===== src/rtl/srt_frame_tx.sv =====
`default_nettype none
// ============================================================================
//  Module      : srt_frame_tx
//  Description : Frame transmitter. On start it emits a three-beat header
//                (rows of a 3x4 coefficient matrix) followed by cfg_len
//                vector beats taken from an AXIS source. The output is a
//                single-register AXIS master, and m_tlast marks the final beat.
//  Revision    : 1.0 - initial release
// ============================================================================
module srt_frame_tx #(
  parameter int DATA_WIDTH = 16,
  parameter int LANES      = 4,   // only 4 lanes are supported
  parameter int LEN_WIDTH  = 16
) (
  input  logic                          aclk,
  input  logic                          aresetn,
  input  logic                          start,
  input  logic [12*DATA_WIDTH-1:0]      cfg_mat,
  input  logic [LEN_WIDTH-1:0]          cfg_len,
  output logic                          busy,
  output logic                          done,
  input  logic [LANES*DATA_WIDTH-1:0]   v_tdata,
  input  logic                          v_tvalid,
  output logic                          v_tready,
  output logic [LANES*DATA_WIDTH-1:0]   m_tdata,
  output logic                          m_tvalid,
  input  logic                          m_tready,
  output logic                          m_tlast
);

  localparam int BEAT_W = LANES * DATA_WIDTH;

  localparam logic [1:0] S_IDLE = 2'd0;
  localparam logic [1:0] S_HDR  = 2'd1;
  localparam logic [1:0] S_VEC  = 2'd2;
  localparam logic [1:0] S_FIN  = 2'd3;

  logic [1:0]              r_state;
  logic [1:0]              w_state_next;
  logic [12*DATA_WIDTH-1:0] r_mat;
  logic [LEN_WIDTH-1:0]    r_len;
  logic [1:0]              r_hidx;
  logic [LEN_WIDTH-1:0]    r_rem;
  logic [BEAT_W-1:0]       r_mdata;
  logic                    r_mvalid;
  logic                    r_mlast;

  logic                    w_m_hs;
  logic                    w_v_hs;
  logic                    w_hdr_last;
  logic                    w_vready_hdr;
  logic                    w_vready_vec;

  // The final header beat is being presented.
  assign w_hdr_last   = (r_state == S_HDR) && (r_hidx == 2'd2);
  // Vector 0 may be pulled in on the same edge that header beat 2 leaves,
  // so the frame has no bubble between header and payload.
  assign w_vready_hdr = w_hdr_last && (r_len != '0) && m_tready;
  assign w_vready_vec = (r_state == S_VEC) && (r_rem != '0) && (!r_mvalid || m_tready);
  assign w_m_hs       = r_mvalid && m_tready;
  assign w_v_hs       = v_tvalid && v_tready;

  assign m_tdata  = r_mdata;
  assign m_tvalid = r_mvalid;
  assign m_tlast  = r_mlast;

  // State register.
  always_ff @(posedge aclk) begin
    if (!aresetn) begin
      r_state <= S_IDLE;
    end else begin
      r_state <= w_state_next;
    end
  end

  // Next-state logic: header beats, then vectors, then a one-cycle finish.
  always_comb begin
    w_state_next = r_state;
    case (r_state)
      S_IDLE: if (start) w_state_next = S_HDR;
      S_HDR: begin
        if (w_hdr_last && w_m_hs) begin
          w_state_next = (r_len == '0) ? S_FIN : S_VEC;
        end
      end
      S_VEC: if (w_m_hs && r_mlast) w_state_next = S_FIN;
      S_FIN: w_state_next = S_IDLE;
      default: w_state_next = S_IDLE;
    endcase
  end

  // Status and source-ready outputs decoded from the state.
  always_comb begin
    busy     = (r_state != S_IDLE);
    done     = (r_state == S_FIN);
    v_tready = w_vready_hdr || w_vready_vec;
  end

  // Frame configuration is captured on an accepted start; no reset needed
  // because every frame reloads it.
  always_ff @(posedge aclk) begin
    if ((r_state == S_IDLE) && start) begin
      r_mat <= cfg_mat;
      r_len <= cfg_len;
    end
  end

  // Output register, header index and remaining-vector counter.
  always_ff @(posedge aclk) begin
    if (!aresetn) begin
      r_mdata  <= '0;
      r_mvalid <= 1'b0;
      r_mlast  <= 1'b0;
      r_hidx   <= 2'd0;
      r_rem    <= '0;
    end else begin
      case (r_state)
        S_IDLE: begin
          if (start) begin
            r_mdata  <= cfg_mat[0 +: BEAT_W];
            r_mvalid <= 1'b1;
            r_mlast  <= 1'b0;
            r_hidx   <= 2'd0;
          end
        end
        S_HDR: begin
          if (w_m_hs) begin
            case (r_hidx)
              2'd0: begin
                r_mdata <= r_mat[BEAT_W +: BEAT_W];
                r_hidx  <= 2'd1;
              end
              2'd1: begin
                r_mdata <= r_mat[2*BEAT_W +: BEAT_W];
                r_mlast <= (r_len == '0);
                r_hidx  <= 2'd2;
              end
              default: begin
                if (w_v_hs) begin
                  r_mdata  <= v_tdata;
                  r_mvalid <= 1'b1;
                  r_mlast  <= (r_len == LEN_WIDTH'(1));
                  r_rem    <= r_len - LEN_WIDTH'(1);
                end else begin
                  r_mvalid <= 1'b0;
                  r_mlast  <= 1'b0;
                  r_rem    <= r_len;
                end
              end
            endcase
          end
        end
        S_VEC: begin
          if (w_v_hs) begin
            r_mdata  <= v_tdata;
            r_mvalid <= 1'b1;
            r_mlast  <= (r_rem == LEN_WIDTH'(1));
            r_rem    <= r_rem - LEN_WIDTH'(1);
          end else if (w_m_hs) begin
            r_mvalid <= 1'b0;
            r_mlast  <= 1'b0;
          end
        end
        default: begin
          r_mvalid <= 1'b0;
          r_mlast  <= 1'b0;
        end
      endcase
    end
  end

endmodule
`default_nettype wire


===== config.mk =====
export PLATFORM = sky130hd
export DESIGN_NAME = srt_frame_tx
export DESIGN_NICKNAME = d
export VERILOG_FILES = /design/src/rtl/srt_frame_tx.sv
export SDC_FILE = /design/constraint.sdc
export NUM_CORES = 1
export LEC_CHECK = 0
export ABC_CLOCK_PERIOD_IN_PS = 11400
export BUFFER_PORTS_ARGS = -buffer_cell sky130_fd_sc_hd__buf_2
export CAP_MARGIN = 25
export CELL_PAD_IN_SITES_DETAIL_PLACEMENT = 1
export CELL_PAD_IN_SITES_GLOBAL_PLACEMENT = 1
export CORE_MARGIN = 2
export CORE_UTILIZATION = 32
export CTS_BUF_LIST = sky130_fd_sc_hd__clkbuf_8
export DETAILED_ROUTE_END_ITERATION = 10
export PLACE_DENSITY_LB_ADDON = 0.05
export SLEW_MARGIN = 20
export SYNTH_ARGS = -nofsm -noshare
export SYNTH_HDL_FRONTEND = slang
export SYNTH_SLANG_ARGS = --single-unit

===== constraint.sdc =====
create_clock -name aclk -period 11.4 [get_ports aclk]
set_input_delay 2.28 -clock aclk [delete_from_list [all_inputs] [get_ports aclk]]
set_output_delay 2.28 -clock aclk [all_outputs]
set_load 0.005 [all_outputs]

=== Yosys cells after proc, flatten, opt, wreduce, memory -nomap -nowiden ===
Index checks and enable logic that the tools add are counted.

* $add $sub $neg: 2
* Equal/unequal tests: 16
* Muxes and demuxes: 32
* Reductions and logical operators: 29

{| class="wikitable"
|+ Operators by type and width
! cell !! count
|-
| 64-bit two-way mux || 3
|-
| 64-bit one-hot mux with 3 select lines || 1
|-
| 64-bit one-hot mux with 2 select lines || 1
|-
| 16-bit two-way mux || 4
|-
| 16-bit by 1-bit == test with 1-bit output (second input constant) || 2
|-
| 16-bit one-hot mux with 2 select lines || 1
|-
| 16-bit nonzero test || 2
|-
| 16-bit by 1-bit subtractor with 16-bit output (second input constant) || 2
|-
| 16-bit logical NOT || 1
|-
| 4-bit AND reduction || 4
|-
| 1-bit two-way mux || 11
|-
| 1-bit logical AND || 10
|-
| 2-bit two-way mux || 5
|-
| 2-bit != test (second input constant) || 5
|-
| 2-bit one-hot mux with 2 select lines || 2
|-
| 2-bit one-hot mux with 4 select lines || 1
|-
| 2-bit == test (second input constant) || 3
|-
| 1-bit one-hot mux with 3 select lines || 2
|-
| 3-bit AND reduction || 2
|-
| 2-bit nonzero test || 3
|-
| 2-bit by 1-bit == test with 1-bit output (second input constant) || 2
|-
| 2-bit logical NOT || 2
|-
| 2-bit by 1-bit != test with 1-bit output (second input constant) || 2
|-
| 3-bit by 1-bit != test with 1-bit output (second input constant) || 1
|-
| 6 further kinds || 7
|}

* Register bits: 294
* Input port bits: 277
* Output and inout port bits: 69
* Word-level logic and storage cells: 87

=== Longest topological paths before layout ===
* Depth after elaboration: 10
* Depth in mapped cells: 11

=== Worst setup path before layout ===
OpenSTA, ideal clock, no wires.

* Path type: input -> register
* From: in start
* To: reg r_len[0] (enable)
* Setup time: 0.652 ns
* Arrival: 8.357 ns
* Required time: 10.748 ns
* Path slack: 2.391 ns
* Cell stages on the path: 2
* Buffers on the path: 0
* Cell sequence: inv_1 > nor2_1

* Word-level cells in the longest chain between the ends: 1

{| class="wikitable"
|+ RTL lines
! item !! RTL line !! text
|-
| start, declared || 17 || <nowiki>input logic start,</nowiki>
|-
| 1-bit logical AND || 102 || <nowiki>if ((r_state == S_IDLE) && start) begin</nowiki>
|-
| end signal, assigned || 104 || <nowiki>r_len <= cfg_len;</nowiki>
|-
| end, declared || 41 || <nowiki>logic [LEN_WIDTH-1:0] r_len;</nowiki>
|}

No other way between the ends.
A chain may end at the register's enable or synchronous reset.

=== Worst setup path after layout ===
* From: in m_tready
* To: out v_tready

* Word-level cells in the longest chain between the ends: 3
* Elaborated cells on any way between the ends: 4

{| class="wikitable"
|+ RTL lines
! item !! RTL line !! text
|-
| start, declared || 27 || <nowiki>input logic m_tready,</nowiki>
|-
| 1-bit logical OR || 59 || <nowiki>assign w_vready_vec = (r_state == S_VEC) && (r_rem != '0) && (!r_mvalid || m_tready);</nowiki>
|-
| 1-bit logical AND || 59 ||
|-
| 1-bit logical OR (*) || 96 || <nowiki>v_tready = w_vready_hdr || w_vready_vec;</nowiki>
|-
| end, declared || 24 || <nowiki>output logic v_tready,</nowiki>
|}

Mark *: on every way between the ends. The rest lies on a longest branch, timed or not.

==> metrics <==
mux contribution to synthesized area=5.66%; grt total ovfl=0; cell mode on critical path=buf_2; Die Y=195 um; status=finished clean; arrival time at the worst endpoint=2.97 ns; CP Capture Type=output port; Mapped Cells=~1100; die area=38000 um^2; Yosys warning total=0; hold crit path type=flop to flop; max-slew violations=0; Clock Sink Count=230; WL/cell=approximately 23 um; GP Congestion=0.782; critical path peak fanout=5; Finished Cell Area=14600 um^2; H-tree depth=2; actual slew at the worst max-slew pin=~1.0 ns; net count after synthesis=around 1400; final setup TNS=0 ns; row count=69; gr usage total=roughly 23%; Net Switching=approximately 1.4 mW; layout cells sized above 1=30.5%; slowest stage cell on the critical path=and4b_1; commonest non-fill, non-tap cell in the layout=buf_2; hpwl dp=28500 um; Pre-antenna DRT Iters=4; clk_skew=0.0213 ns; part of the power in combinational logic=38.5%; synth unique cells=66; Synth area leader=edfxtp_1; PostCTS Resize Cnt=0; total CTS buffers=46; Post-Synth Simple-Gate Area=about a tenth; die width=195 um; synthesized area=11700 um^2; # hold bufs at CTS=0; Leak=approximately 5.8 nW; # setup viols final=0; largest family of logic cells by synthesized area=compound AO/OA/AOI/OAI gates; Post-Synth XOR/XNOR Area=0.601%; period utilisation layout=46.1%; hold slack=0.485 ns; final antenna-violating net count=0; asr flop ratio synth=0%; drt drc=0; Vias=10600; Final min period=5.25 ns; syn_area_per_cell=~11 um^2; Post-DP Area=13700 um^2; pre-CTS setup slack=5.99 ns; Net Sw Frac=40.3%; Max VDD drop=approximately 0.12 mV; pwr dens=237 nW/um^2; Seq/Total Area, Yosys=51.8%; most frequent cells in the layout=buf_2, edfxtp_1, inv_1; clock root buffer=clkbuf_8; I/O Buffers=about 350; largest net degree at the start of global routing=83; Post-synth EDFFs=144; Max Root-Sink Buffers=3; Max-cap violations=0; synthesized-area fraction occupied by adder cells=0.858%; clock latency on the worst-skew pair=0.62 ns; Pint=roughly 2.1 mW; max incr delay on CP=0.26 ns; clock share of power=23.3%; post-DR vias/cell=5.52; Initial Util=approximately 33%; flops & latches, synth=230; Max Fclk=190 MHz; Slew HR=32.6%; total core area=35700 um^2; RSZ-0062 raised after global routing=no; final core occ=40.8%; Synth Area in Compound Gates=24.3%; WS Path Type=primary input to output port; Fill cells=4093; initial antenna violation count=20; I/O Pins=346; Post-CTS Setup Repair Bufs=0; crit-path cells=buf_2, and4b_1, nand2_1, o21ai_0, buf_2; NumNets Final=approximately 1700; clock-pin slew on the worst setup and hold paths=0.06 ns; 1st-iter DRT viols=slightly below 500; Worst Setup Start Kind=primary input; area grow syn2layout=25.0%; vias in the first global route=11000; setup ws final=6.15 ns; Main synth FF type=edfxtp_1; area share of the largest cell type after synthesis=a little under two fifths; first-pass GRT wire length=roughly 67000 um; CTS tree=yes; Flop pwr share=a little under two fifths; Critical Path RT=9.12 ns; total wire length=44400 um; final-report hold violation count=0; Synth area leaders=edfxtp_1, dfxtp_1, mux2i_1
-- worst max-delay path, delay by kind of cell --
family	cells	cell delay, ns
simple gates	2	0.34
buf+inv	2	0.27
compound gates	1	0.07
-- synthesized netlist by cell type (5+ instances only) --
cell / number
o22ai_1: 65
nand2_1: 29
nor3_1: 16
o21ai_0: 84
clkbuf_1: 61
or3_1: 8
a21oi_1: 84
buf_2: 26
nor3b_1: 66
ha_1: 8
dfxtp_1: 86
inv_1: 78
o221ai_1: 64
edfxtp_1: 144
mux2i_1: 66
nor4_1: 9
nand4_1: 6
clkbuf_2: 5
a221o_1: 64
xnor2_1: 5
nand3_1: 13
nor2_1: 20
-- sequential cells by signal, indices dropped and copies added (netlist names) --
| name | cells |
|---|---|
| r_mat | 128 |
| m_tdata | 64 |
| r_len | 16 |
| r_rem | 16 |
| r_hidx | 2 |
| r_state | 2 |
| m_tlast | 1 |
| m_tvalid | 1 |
-- metrics by stage --
step | cells | power [mW]
floorplan | 1090 | 2.18
global placement | 1810 | 2.66
detailed placement | 1810 | 2.68
CTS | 1896 | 3.50
global route | 1906 | 3.68
finish | 1911 | 3.46
-- path summary, 6_finish.rpt --
kind	start	to	slack (ns)	cells past startpoint
max reg2reg	r_state[1]	m_tdata[7]	7.72	9
max	m_tready	v_tready	6.15	5
min reg2reg	m_tdata[16]	m_tdata[16]	0.48	1
min	m_tdata[16]	m_tdata[16]	0.48	1
-- power groups by stage --
stage / Combinational (mW) / Clock [mW] / Sequential (mW)
floorplan: 0.850 / 0 / 1.33
global placement: 1.32 / 0 / 1.33
detailed placement: 1.35 / 0 / 1.33
CTS: 1.35 / 0.833 / 1.32
global route: 1.46 / 0.866 / 1.35
finish: 1.33 / 0.805 / 1.32
-- layer usage --
layer | GRT usage (%) | up-vias | routed length, um
met1 | 27.7 | 5202 | 18700
li1 | - | 4955 | -
met5 | 0 | - | 88
met2 | 38.0 | 282 | 21600
met3 | 5.95 | 98 | 2610
met4 | 10.2 | 14 | 1500
-- final cells by class --
cell class | count | area, um^2 | area share, %
Clock inverter | 34 | 140 | 0.961
Sequential cell | 230 | 6050 | 41.5
Antenna cell | 15 | 37.5 | 0.257
Inverter | 78 | 293 | 2.01
Clock buffer | 52 | 716 | 4.91
Timing Repair Buffer | 359 | 1830 | 12.6
Tap cell | 461 | 577 | 3.96
Multi-Input combinational cell | 682 | 4940 | 33.9
-- logic make-up after synthesis --
family                   count (synthesis)
AO/OA/AOI/OAI                          405
XOR/XNOR                                 8
AND/OR/NAND/NOR                        195
flip-flops                             230
multiplexers                            66
buffers and inverters                  178
adder cells (fa/ha/maj)                  8
No activity file was read; power rests on OpenSTA's default activity.
